[config.mk]
export PLATFORM = sky130hd
export DESIGN_NAME = pwm_carrier_gen
export DESIGN_NICKNAME = d
export VERILOG_FILES = /design/src/rtl/pwm_carrier_gen.sv
export SDC_FILE = /design/constraint.sdc
export NUM_CORES = 1
export LEC_CHECK = 0
export ABC_CLOCK_PERIOD_IN_PS = 8400
export CAP_MARGIN = 10
export CORE_UTILIZATION = 36
export DETAILED_ROUTE_END_ITERATION = 16
export PLACE_DENSITY = 0.65
export REMOVE_ABC_BUFFERS = 1
export SYNTH_ARGS = -nofsm -noshare
export SYNTH_HDL_FRONTEND = slang
export SYNTH_SLANG_ARGS = --single-unit
[constraint.sdc]
create_clock -name clk -period 8.4 [get_ports clk]
set_clock_uncertainty 0.1 [all_clocks]
set_input_delay 0.84 -clock clk [delete_from_list [all_inputs] [get_ports clk]]
set_output_delay 0.84 -clock clk [all_outputs]
set_load 0.02 [all_outputs]
[src/rtl/pwm_carrier_gen.sv]
// Triangle / saw-up / saw-down PWM carrier with prescaler and period-boundary shadow commit.
// Outputs are registered and change on the edge that processes a tick; en=0 freezes counting.
`timescale 1ns/1ps
module pwm_carrier_gen #(
    parameter int N = 12,
    parameter int P = 8
) (
    input  logic         clk,
    input  logic         nrst,
    input  logic         en,
    input  logic         load_i,
    input  logic [1:0]   mode_i,
    input  logic [N-1:0] period_i,
    input  logic [P-1:0] prescale_i,
    output logic [N-1:0] count_o,
    output logic         dir_o,
    output logic         zero_o,
    output logic         peak_o,
    output logic         update_o
);

    typedef enum logic [1:0] {
        MODE_TRI  = 2'd0,
        MODE_UP   = 2'd1,
        MODE_DOWN = 2'd2,
        MODE_HOLD = 2'd3
    } mode_t;

    mode_t        act_mode, sh_mode;
    logic [N-1:0] act_per, sh_per;
    logic [P-1:0] act_pre, sh_pre, pcnt;
    logic         pending;

    logic         tick, boundary, commit;
    logic [N-1:0] nxt_cnt, nxt_per;
    logic         nxt_dir;

    always_comb begin
        tick     = en && (act_mode != MODE_HOLD) && (pcnt == act_pre);
        boundary = 1'b0;
        if (act_per == '0) begin
            boundary = 1'b1;
        end else begin
            case (act_mode)
                // PER==1 reaches 0 from the up direction, so accept either direction there
                MODE_TRI:  boundary = (count_o == N'(1)) && (!dir_o || act_per == N'(1));
                MODE_UP:   boundary = (count_o == act_per);
                MODE_DOWN: boundary = (count_o == '0);
                default:   boundary = 1'b0;
            endcase
        end
        commit = pending && ((tick && boundary) || (en && act_mode == MODE_HOLD));

        nxt_cnt = count_o;
        nxt_dir = dir_o;
        if (tick) begin
            if (act_per == '0) begin
                nxt_cnt = '0;
            end else begin
                case (act_mode)
                    MODE_TRI: begin
                        if (dir_o) begin
                            if (count_o < act_per) begin
                                nxt_cnt = count_o + N'(1);
                            end else begin
                                nxt_cnt = act_per - N'(1);
                                nxt_dir = 1'b0;
                            end
                        end else begin
                            if (count_o != '0) begin
                                nxt_cnt = count_o - N'(1);
                            end else begin
                                nxt_cnt = N'(1);
                                nxt_dir = 1'b1;
                            end
                        end
                    end
                    MODE_UP: begin
                        nxt_cnt = (count_o >= act_per) ? '0 : count_o + N'(1);
                        nxt_dir = 1'b1;
                    end
                    MODE_DOWN: begin
                        nxt_cnt = (count_o == '0) ? act_per : count_o - N'(1);
                        nxt_dir = 1'b0;
                    end
                    default: begin
                        nxt_cnt = count_o;
                        nxt_dir = dir_o;
                    end
                endcase
            end
        end

        nxt_per = act_per;
        if (commit) begin
            nxt_per = sh_per;
            // Committing into hold freezes the carrier where it stands
            case (sh_mode)
                MODE_TRI, MODE_UP: begin
                    nxt_cnt = '0;
                    nxt_dir = 1'b1;
                end
                MODE_DOWN: begin
                    nxt_cnt = sh_per;
                    nxt_dir = 1'b0;
                end
                default: begin
                    nxt_cnt = count_o;
                    nxt_dir = dir_o;
                end
            endcase
        end
    end

    always_ff @(posedge clk) begin
        if (!nrst) begin
            act_mode <= MODE_TRI;
            act_per  <= '1;
            act_pre  <= '0;
            sh_mode  <= MODE_TRI;
            sh_per   <= '1;
            sh_pre   <= '0;
            pending  <= 1'b0;
            pcnt     <= '0;
            count_o  <= '0;
            dir_o    <= 1'b1;
            zero_o   <= 1'b0;
            peak_o   <= 1'b0;
            update_o <= 1'b0;
        end else begin
            if (commit) begin
                act_mode <= sh_mode;
                act_per  <= sh_per;
                act_pre  <= sh_pre;
                pending  <= 1'b0;
            end
            // A load in the commit cycle refills the slot for the next boundary
            if (load_i) begin
                sh_mode <= mode_t'(mode_i);
                sh_per  <= period_i;
                sh_pre  <= prescale_i;
                pending <= 1'b1;
            end

            if (commit || tick) begin
                pcnt <= '0;
            end else if (en && act_mode != MODE_HOLD) begin
                pcnt <= pcnt + P'(1);
            end

            count_o  <= nxt_cnt;
            dir_o    <= nxt_dir;
            zero_o   <= tick && (nxt_cnt == '0);
            peak_o   <= tick && (nxt_cnt == nxt_per);
            update_o <= commit;
        end
    end

endmodule

==> impl_metrics.env, run 1 <==
export IMPL_layout_filler_cells=1351
export IMPL_hold_path_startpoint="sh_pre[6]"
export IMPL_cts_post_setup_buffers_inserted=0
export IMPL_maximum_number_of_pins_on_one_net_before_global_route_repair=62
export IMPL_post_synth_top_area_cell="sky130_fd_sc_hd__dfxtp_1"
export IMPL_die_h_microns=120
export IMPL_critical_path_reg2reg_endpoint="peak_o"
export IMPL_ys_warn_count=0
export IMPL_drt_wirelength_per_cell_microns=19.0
export IMPL_postRouteAntennaNets=0
export IMPL_synth_largest_type_area_fraction_pct=27.6
export IMPL_ioPinCount=42
export IMPL_max_slew_worst_pin_slew_ns=0.702
export IMPL_cts_num_sinks=69
export IMPL_status="complete, no violations"
export IMPL_vias_in_the_first_global_route=4483
export IMPL_fin_setup_tns_ns=0
export IMPL_p_total_mw=1.00
export IMPL_power_combinational_fraction_pct=24.6
export IMPL_design_final_nets=687
export IMPL_synth_area_per_cell_sq_um=8.04
export IMPL_layout_area_overhead_vs_synth_pct=15.3
export IMPL_power_static_leakage_nw=2.40
export IMPL_cp_max_fo=27
export IMPL_ff2ff_setup_slack_ns=4.21
export IMPL_pwr_density_cell_nw_per_um2=173
export IMPL_max_vdd_ir_drop_uv=89.5
export IMPL_critPathArrivalTime_ns=4.33
export IMPL_design_core_area_sq_um=13400
export IMPL_synthesis_instances=623
export IMPL_synth_cell_type_count=72
export IMPL_timing_slew_headroom_pct=52.8
export IMPL_core_rowCount=42
export IMPL_syn_area_sq_um=5010
export IMPL_place_detailed_hpwl_mm=11.4
export IMPL_finalMaxSlewViolations=0
export IMPL_max_freq_ghz=0.239
export IMPL_reg2reg_from="count_o[2]"
export IMPL_layout_cells_sized_above_1_pct=7.01
export IMPL_post_cts_resize_count=0
export IMPL_setup_repair_after_global_routing_missed_its_margin="no"
export IMPL_path_cells="or4_4 -> nor4_1 -> a221oi_2 -> a21oi_2 -> nand3_2 -> mux2i_1 -> xor2_1 -> a2111o_1 -> nor4_2"
export IMPL_h_tree_depth=3
export IMPL_wl_mm=15.5
export IMPL_net_switching_power_mw=0.313
export IMPL_layout_worst_path_cycle_share_pct=49.9
export IMPL_synth_seq_cells=69
export IMPL_final_hold_vio_count=0
export IMPL_power_share_switching_pct=31.3
export IMPL_post_drt_via_cell_ratio=5.86
export IMPL_power_internal_mw=0.688
export IMPL_max_cap_violations=0
export IMPL_crit_start="count_o[2]"
export IMPL_async_reset_ff_share_pct=0
export IMPL_placed_area_sq_um=5460
export IMPL_ys_top_cells_by_area="sky130_fd_sc_hd__dfxtp_1, sky130_fd_sc_hd__mux2i_1, sky130_fd_sc_hd__ha_1, sky130_fd_sc_hd__nand2_1, sky130_fd_sc_hd__xor2_1"
export IMPL_clkSlewWorstSetupHoldPaths_ns=0.06
export IMPL_max_clock_path_buffers=2
export IMPL_cts_tree="built"
export IMPL_hold_path_class="reg2reg"
export IMPL_cp_data_required_time_ns=8.54
export IMPL_number_of_vias_after_detailed_routing=4790
export IMPL_power_frac_seq_pct=36.7
export IMPL_timing_critical_path_from_type="register"
export IMPL_detailedRoute_firstPassIterationCount=5
export IMPL_ys_flop_type="sky130_fd_sc_hd__dfxtp_1"
export IMPL_source_to_sink_clock_delay_at_the_later_pin_of_the_worst_skew_pair_ns=0.33
export IMPL_r2r_worst_path_cells=9
export IMPL_die_footprint_sq_um=14400
export IMPL_critical_path_max_stage_delay_ns=0.64
export IMPL_groute_usage_overall_pct=21.7
export IMPL_timing_critical_path_to_type="register"
export IMPL_numPortBuffers=41
export IMPL_cts_root_buffer_cell="sky130_fd_sc_hd__clkbuf_16"
export IMPL_antennaDiodeCount=0
export IMPL_antenna_violations_before_repair=0
export IMPL_initialDrtViolationCount=486
export IMPL_die_x_microns=120
export IMPL_finalWorstPathRequiredPeriod_ns=4.19
export IMPL_first_pass_grt_wire_length_mm=24.3
export IMPL_tritoncts_num_buffers=9
export IMPL_timing_setup_critical_path_class="reg2reg"
export IMPL_count_of_flip_flops_with_a_built_in_enable_after_synthesis=0
export IMPL_yosysSeqAreaShare_pct=27.6
export IMPL_report_final_setup_viol=0
export IMPL_critPathSlowestCell="sky130_fd_sc_hd__or4_4"
export IMPL_finish_instance_area_sq_um=5780
export IMPL_drc=0
export IMPL_initial_core_util_pct=37.4
export IMPL_clock_power_share_pct=38.7
export IMPL_timing_hold_worst_endpoint="act_pre[6]"
export IMPL_postCtsHoldBufs=0
export IMPL_gp_congestion=1.01
export IMPL_gr_total_overflow=0
export IMPL_hold_path_depth=2
## kinds of logic (layout without fill, tap and decap cells)
| logic type | count (synthesis) | in the layout | synth area share, % |
|---|---|---|---|
| multiplexers | 36 | 36 | 7.22 |
| buffers and inverters | 69 | 88 | 6.07 |
| XOR/XNOR | 45 | 45 | 7.87 |
| AO/OA/AOI/OAI | 139 | 139 | 19.9 |
| AND/OR/NAND/NOR | 241 | 241 | 25.3 |
| adder cells (fa/ha/maj) | 24 | 24 | 6.00 |
| flip-flops | 69 | 69 | 27.6 |
## worst max-delay path by stage
stage | endpoint | cells after the start
after floorplan | peak_o | 9
after global placement | peak_o | 9
after detailed placement | peak_o | 9
after CTS | peak_o | 9
after global routing | peak_o | 11
final | peak_o | 9
## routing by layer
metal	wire (microns)	track usage (%)	part of all wire, %	vias up
li1	-	-	-	2277
met1	7110	29.3	46	2285
met2	6850	33.2	44	188
met3	988	3.90	6.4	40
met4	588	10.5	3.8	0
met5	0	0	0	-
## flip-flops by register name, summed over array words and instances, names as in the netlist
signal,cells
update_o,1
pcnt,8
zero_o,1
pending,1
act_per,12
sh_per,12
dir_o,1
count_o,12
act_mode,2
sh_mode,2
peak_o,1
sh_pre,8
act_pre,8
## critical path, delay by kind of cell, from the launching register on
family           cells  cell delay, ns
AO/OA/AOI/OAI        3            0.89
XOR/XNOR             1            0.12
flip-flops           1            0.50
multiplexers         1            0.46
AND/OR/NAND/NOR      4            2.02
## layout make-up
type / count / area, sq um / share of cell area (%)
clock inverter: 5 / 58.8 / 1.02
clock buffer: 11 / 253 / 4.38
inverter: 26 / 97.6 / 1.69
timing repair buffer: 46 / 443 / 7.67
tap: 176 / 220 / 3.81
multi-input combinational: 485 / 3320 / 57.5
sequential: 69 / 1380 / 23.9
## cell usage in the layout, fill, tap and decap left out, types with 3 or more instances in the layout
master / n
sky130_fd_sc_hd__nand2_1: 73
sky130_fd_sc_hd__dfxtp_1: 69
sky130_fd_sc_hd__clkdlybuf4s50_1: 40
sky130_fd_sc_hd__nor2_1: 36
sky130_fd_sc_hd__mux2i_1: 35
sky130_fd_sc_hd__a21oi_1: 27
sky130_fd_sc_hd__inv_1: 26
sky130_fd_sc_hd__xor2_1: 25
sky130_fd_sc_hd__ha_1: 24
sky130_fd_sc_hd__nor2b_1: 21
sky130_fd_sc_hd__o21ai_0: 21
sky130_fd_sc_hd__nand3_1: 20
sky130_fd_sc_hd__xnor2_1: 20
sky130_fd_sc_hd__nand4_1: 14
sky130_fd_sc_hd__o211ai_1: 13
sky130_fd_sc_hd__nor3_1: 13
sky130_fd_sc_hd__and2_1: 13
sky130_fd_sc_hd__nor4_1: 12
sky130_fd_sc_hd__a31oi_1: 11
sky130_fd_sc_hd__a21boi_0: 9
sky130_fd_sc_hd__clkbuf_16: 9
sky130_fd_sc_hd__and3_1: 6
sky130_fd_sc_hd__o31ai_1: 6
sky130_fd_sc_hd__a211oi_1: 5
sky130_fd_sc_hd__or3_1: 5
sky130_fd_sc_hd__a221o_1: 5
sky130_fd_sc_hd__buf_4: 5
sky130_fd_sc_hd__a221oi_1: 4
sky130_fd_sc_hd__a31o_2: 4
sky130_fd_sc_hd__a22oi_1: 4
sky130_fd_sc_hd__or4_1: 3
sky130_fd_sc_hd__or2_2: 3
sky130_fd_sc_hd__nand2b_1: 3
sky130_fd_sc_hd__a21o_1: 3
sky130_fd_sc_hd__nor3b_1: 3
sky130_fd_sc_hd__and4_1: 3
## power by group through the flow
| stage | combinational [mW] | sequential [mW] | clock (mW) |
|---|---|---|---|
| floorplan | 0.154 | 0.373 | 0 |
| global placement | 0.244 | 0.373 | 0 |
| detailed placement | 0.240 | 0.374 | 0 |
| CTS | 0.242 | 0.367 | 0.393 |
| global route | 0.265 | 0.370 | 0.403 |
| finish | 0.246 | 0.368 | 0.387 |
## metrics by stage
| step | instances | util, % | setup slack (ns) | hold WS (ns) |
|---|---|---|---|---|
| 2_1_floorplan | 580 | - | 4.60 | 0.340 |
| 3_3_place_gp | 802 | 40.8 | 3.96 | 0.353 |
| 3_5_place_dp | 802 | 40.8 | 3.96 | 0.363 |
| 4_1_cts | 818 | 43.1 | 4.25 | 0.366 |
| 5_1_grt | 818 | 43.1 | 4.01 | 0.401 |
| 6_report | 818 | 43.1 | 4.21 | 0.368 |
## Yosys cell counts, drive strengths merged, types with 2 or more instances
cell and number:
a211oi 5, a21boi 9, a21o 3, a21oi 28
a221o 5, a221oi 6, a22oi 4, a31o 4
a31oi 11, and2 15, and3 7, and4 3
buf 12, clkbuf 31, dfxtp 69, ha 24
inv 26, mux2i 35, nand2 73, nand2b 3
nand3 21, nand3b 2, nand4 14, nor2 36
nor2b 21, nor3 13, nor3b 3, nor4 15
o211ai 14, o21ai 23, o22ai 2, o31ai 7
o32ai 2, o41ai 2, or2 3, or3 5
or4 5, xnor2 20, xor2 25
(Power assumes the default switching activity.)
==> run 2: changes to the inputs <==
- ABC_CLOCK_PERIOD_IN_PS: 8400 -> 3600
- PLACE_DENSITY: 0.65 -> 0.67
- clock period: 8.4 -> 3.6 ns (I/O delays scaled with it)
==> impl_metrics.env, run 2 (synthesis gave the netlist of run 1 again) <==
export IMPL_maximum_number_of_pins_on_one_net_before_global_route_repair=35
export IMPL_reg_top3="act_per: 12 flops, count_o: 12 flops, sh_per: 12 flops"
export IMPL_reg2reg_from="act_per[1]"
export IMPL_antenna_violations_before_repair=0
export IMPL_p_total_mw=2.30
export IMPL_final_hold_vio_count=0
export IMPL_setup_repair_after_global_routing_missed_its_margin="no"
export IMPL_cts_tree="built"
export IMPL_initial_core_util_pct=37.4
export IMPL_layout_cells_sized_above_1_pct=15.3
export IMPL_design_final_nets=738
export IMPL_design_core_area_sq_um=13400
export IMPL_max_clock_path_buffers=2
export IMPL_max_vdd_ir_drop_uv=248
export IMPL_postCtsHoldBufs=0
export IMPL_cp_max_fo=5
export IMPL_groute_usage_overall_pct=22.9
export IMPL_max_freq_ghz=0.288
export IMPL_drt_wirelength_per_cell_microns=18.6
export IMPL_die_h_microns=120
export IMPL_initialDrtViolationCount=531
export IMPL_number_of_vias_after_detailed_routing=5060
export IMPL_power_static_leakage_nw=2.65
export IMPL_finalMaxSlewViolations=0
export IMPL_die_x_microns=120
export IMPL_leading_cell_type_in_the_layout_fill_and_taps_excluded="sky130_fd_sc_hd__nand2_1"
export IMPL_post_drt_via_cell_ratio=5.83
export IMPL_layout_worst_path_cycle_share_pct=96.5
export IMPL_timing_slew_headroom_pct=59.2
export IMPL_core_rowCount=42
export IMPL_place_detailed_hpwl_mm=12.4
export IMPL_ioPinCount=42
export IMPL_timing_critical_path_from_type="register"
export IMPL_numPortBuffers=41
export IMPL_pwr_density_cell_nw_per_um2=368
export IMPL_status="complete, no violations"
export IMPL_final_setup_worst_slack_ns=0.127
export IMPL_drc=0
export IMPL_report_final_setup_viol=0
export IMPL_finalWorstPathRequiredPeriod_ns=3.47
export IMPL_post_route_util_pct=46.5
export IMPL_wl_mm=16.1
export IMPL_tritoncts_num_buffers=9
export IMPL_h_tree_depth=3
export IMPL_antennaDiodeCount=0
export IMPL_timing_setup_critical_path_class="reg2reg"
export IMPL_fin_setup_tns_ns=0
export IMPL_layout_area_overhead_vs_synth_pct=24.4
export IMPL_max_cap_violations=0
export IMPL_timing_critical_path_to_type="register"
export IMPL_die_footprint_sq_um=14400
export IMPL_vias_in_the_first_global_route=4931
export IMPL_hold_path_class="in2reg"
export IMPL_finish_cell_count_without_fillers=868
export IMPL_first_pass_grt_wire_length_mm=25.9
export IMPL_crit_start="act_per[1]"
export IMPL_layout_filler_cells=1333
export IMPL_layout_common_cells="sky130_fd_sc_hd__nand2_1, sky130_fd_sc_hd__dfxtp_1, sky130_fd_sc_hd__buf_4"
export IMPL_gr_total_overflow=0
export IMPL_source_to_sink_clock_delay_at_the_later_pin_of_the_worst_skew_pair_ns=0.33
export IMPL_cp_data_required_time_ns=3.74
export IMPL_dpl_cell_count=850
export IMPL_max_slew_worst_pin_slew_ns=0.609
export IMPL_gp_congestion=1.04
export IMPL_detailedRoute_firstPassIterationCount=5
export IMPL_cts_root_buffer_cell="sky130_fd_sc_hd__clkbuf_16"
export IMPL_dp_worst_setup_slack_ns=-0.0311
export IMPL_cts_num_sinks=69
export IMPL_clkSlewWorstSetupHoldPaths_ns=0.05
export IMPL_postRouteAntennaNets=0
export IMPL_hold_path_startpoint="nrst"
export IMPL_critPathArrivalTime_ns=3.61
[run 2: cell count changes in the layout (fill, tap and decap cells not counted), sizes merged]
cell / delta
clkinv: +1
buf: +51
bufinv: -1
clkinvlp: -1
[run 2: what timing repair did]
| item | CTS | global route |
|---|---|---|
| pin swaps | 0 | 5 |
| endpoints found under the setup margin | 1 | 2 |
| resized for setup | 2 | 16 |
| buffers inserted | 0 | 3 |
[run 2: worst paths after layout]
path / endpoint / slack, ns / depth (start not counted)
max: peak_o / 0.13 / 15
min: sh_per[4] / 0.34 / 2
min reg2reg: act_pre[7] / 0.36 / 2
max reg2reg: peak_o / 0.13 / 15
[run 2: area by class of cell]
| class | instances | area (sq um) | share of cell area, % |
|---|---|---|---|
| Inverter | 26 | 97.6 | 1.57 |
| Clock inverter | 4 | 26.3 | 0.422 |
| Sequential cell | 69 | 1380 | 22.2 |
| Tap cell | 176 | 220 | 3.53 |
| Multi-Input combinational cell | 485 | 3420 | 54.9 |
| Clock buffer | 11 | 233 | 3.74 |
| Timing Repair Buffer | 97 | 851 | 13.7 |
[run 2: stage by stage]
stage	cell area (sq um)	hold WS (ns)
2_1_floorplan	4800	0.322
3_3_place_gp	5850	0.347
3_5_place_dp	5850	0.358
4_1_cts	6120	0.339
5_1_grt	6230	0.384
6_report	6230	0.343
[run 2: where the power goes]
part,switching (mW),internal [mW],leakage (nW),total [mW]
clock,0.313,0.460,0.125,0.773
combinational,0.389,0.299,1.96,0.688
sequential,0.0388,0.795,0.562,0.833
total,0.741,1.55,2.65,2.30
[run 2: per-layer routing]
metal  track usage, %  wire length (microns)  up-vias
li1                 -                      -     2376
met1             29.9                   7100     2411
met2             36.7                   7400      235
met3             3.66                   1130       38
met4             10.9                    501        0
met5                0                      0        -
[run 2: worst max-delay path, cell delays in order, from the launching register on]
cell and delay [ns]:
sky130_fd_sc_hd__dfxtp_1 0.39, sky130_fd_sc_hd__inv_1 0.12, sky130_fd_sc_hd__ha_1 0.30, sky130_fd_sc_hd__nor2b_1 0.14
sky130_fd_sc_hd__o211ai_1 0.20, sky130_fd_sc_hd__a211oi_2 0.13, sky130_fd_sc_hd__buf_4 0.16, sky130_fd_sc_hd__buf_4 0.13
sky130_fd_sc_hd__o31ai_1 0.25, sky130_fd_sc_hd__a21oi_1 0.10, sky130_fd_sc_hd__o31ai_1 0.24, sky130_fd_sc_hd__buf_4 0.18
sky130_fd_sc_hd__o211ai_1 0.12, sky130_fd_sc_hd__o32ai_1 0.40, sky130_fd_sc_hd__o2111ai_1 0.19, sky130_fd_sc_hd__nor4_2 0.24
==> run 3: changes to the inputs <==
- SLEW_MARGIN: unset -> 30
==> results of run 3 <==
No change in the layout: final DEF, timing and power equal those of run 2.
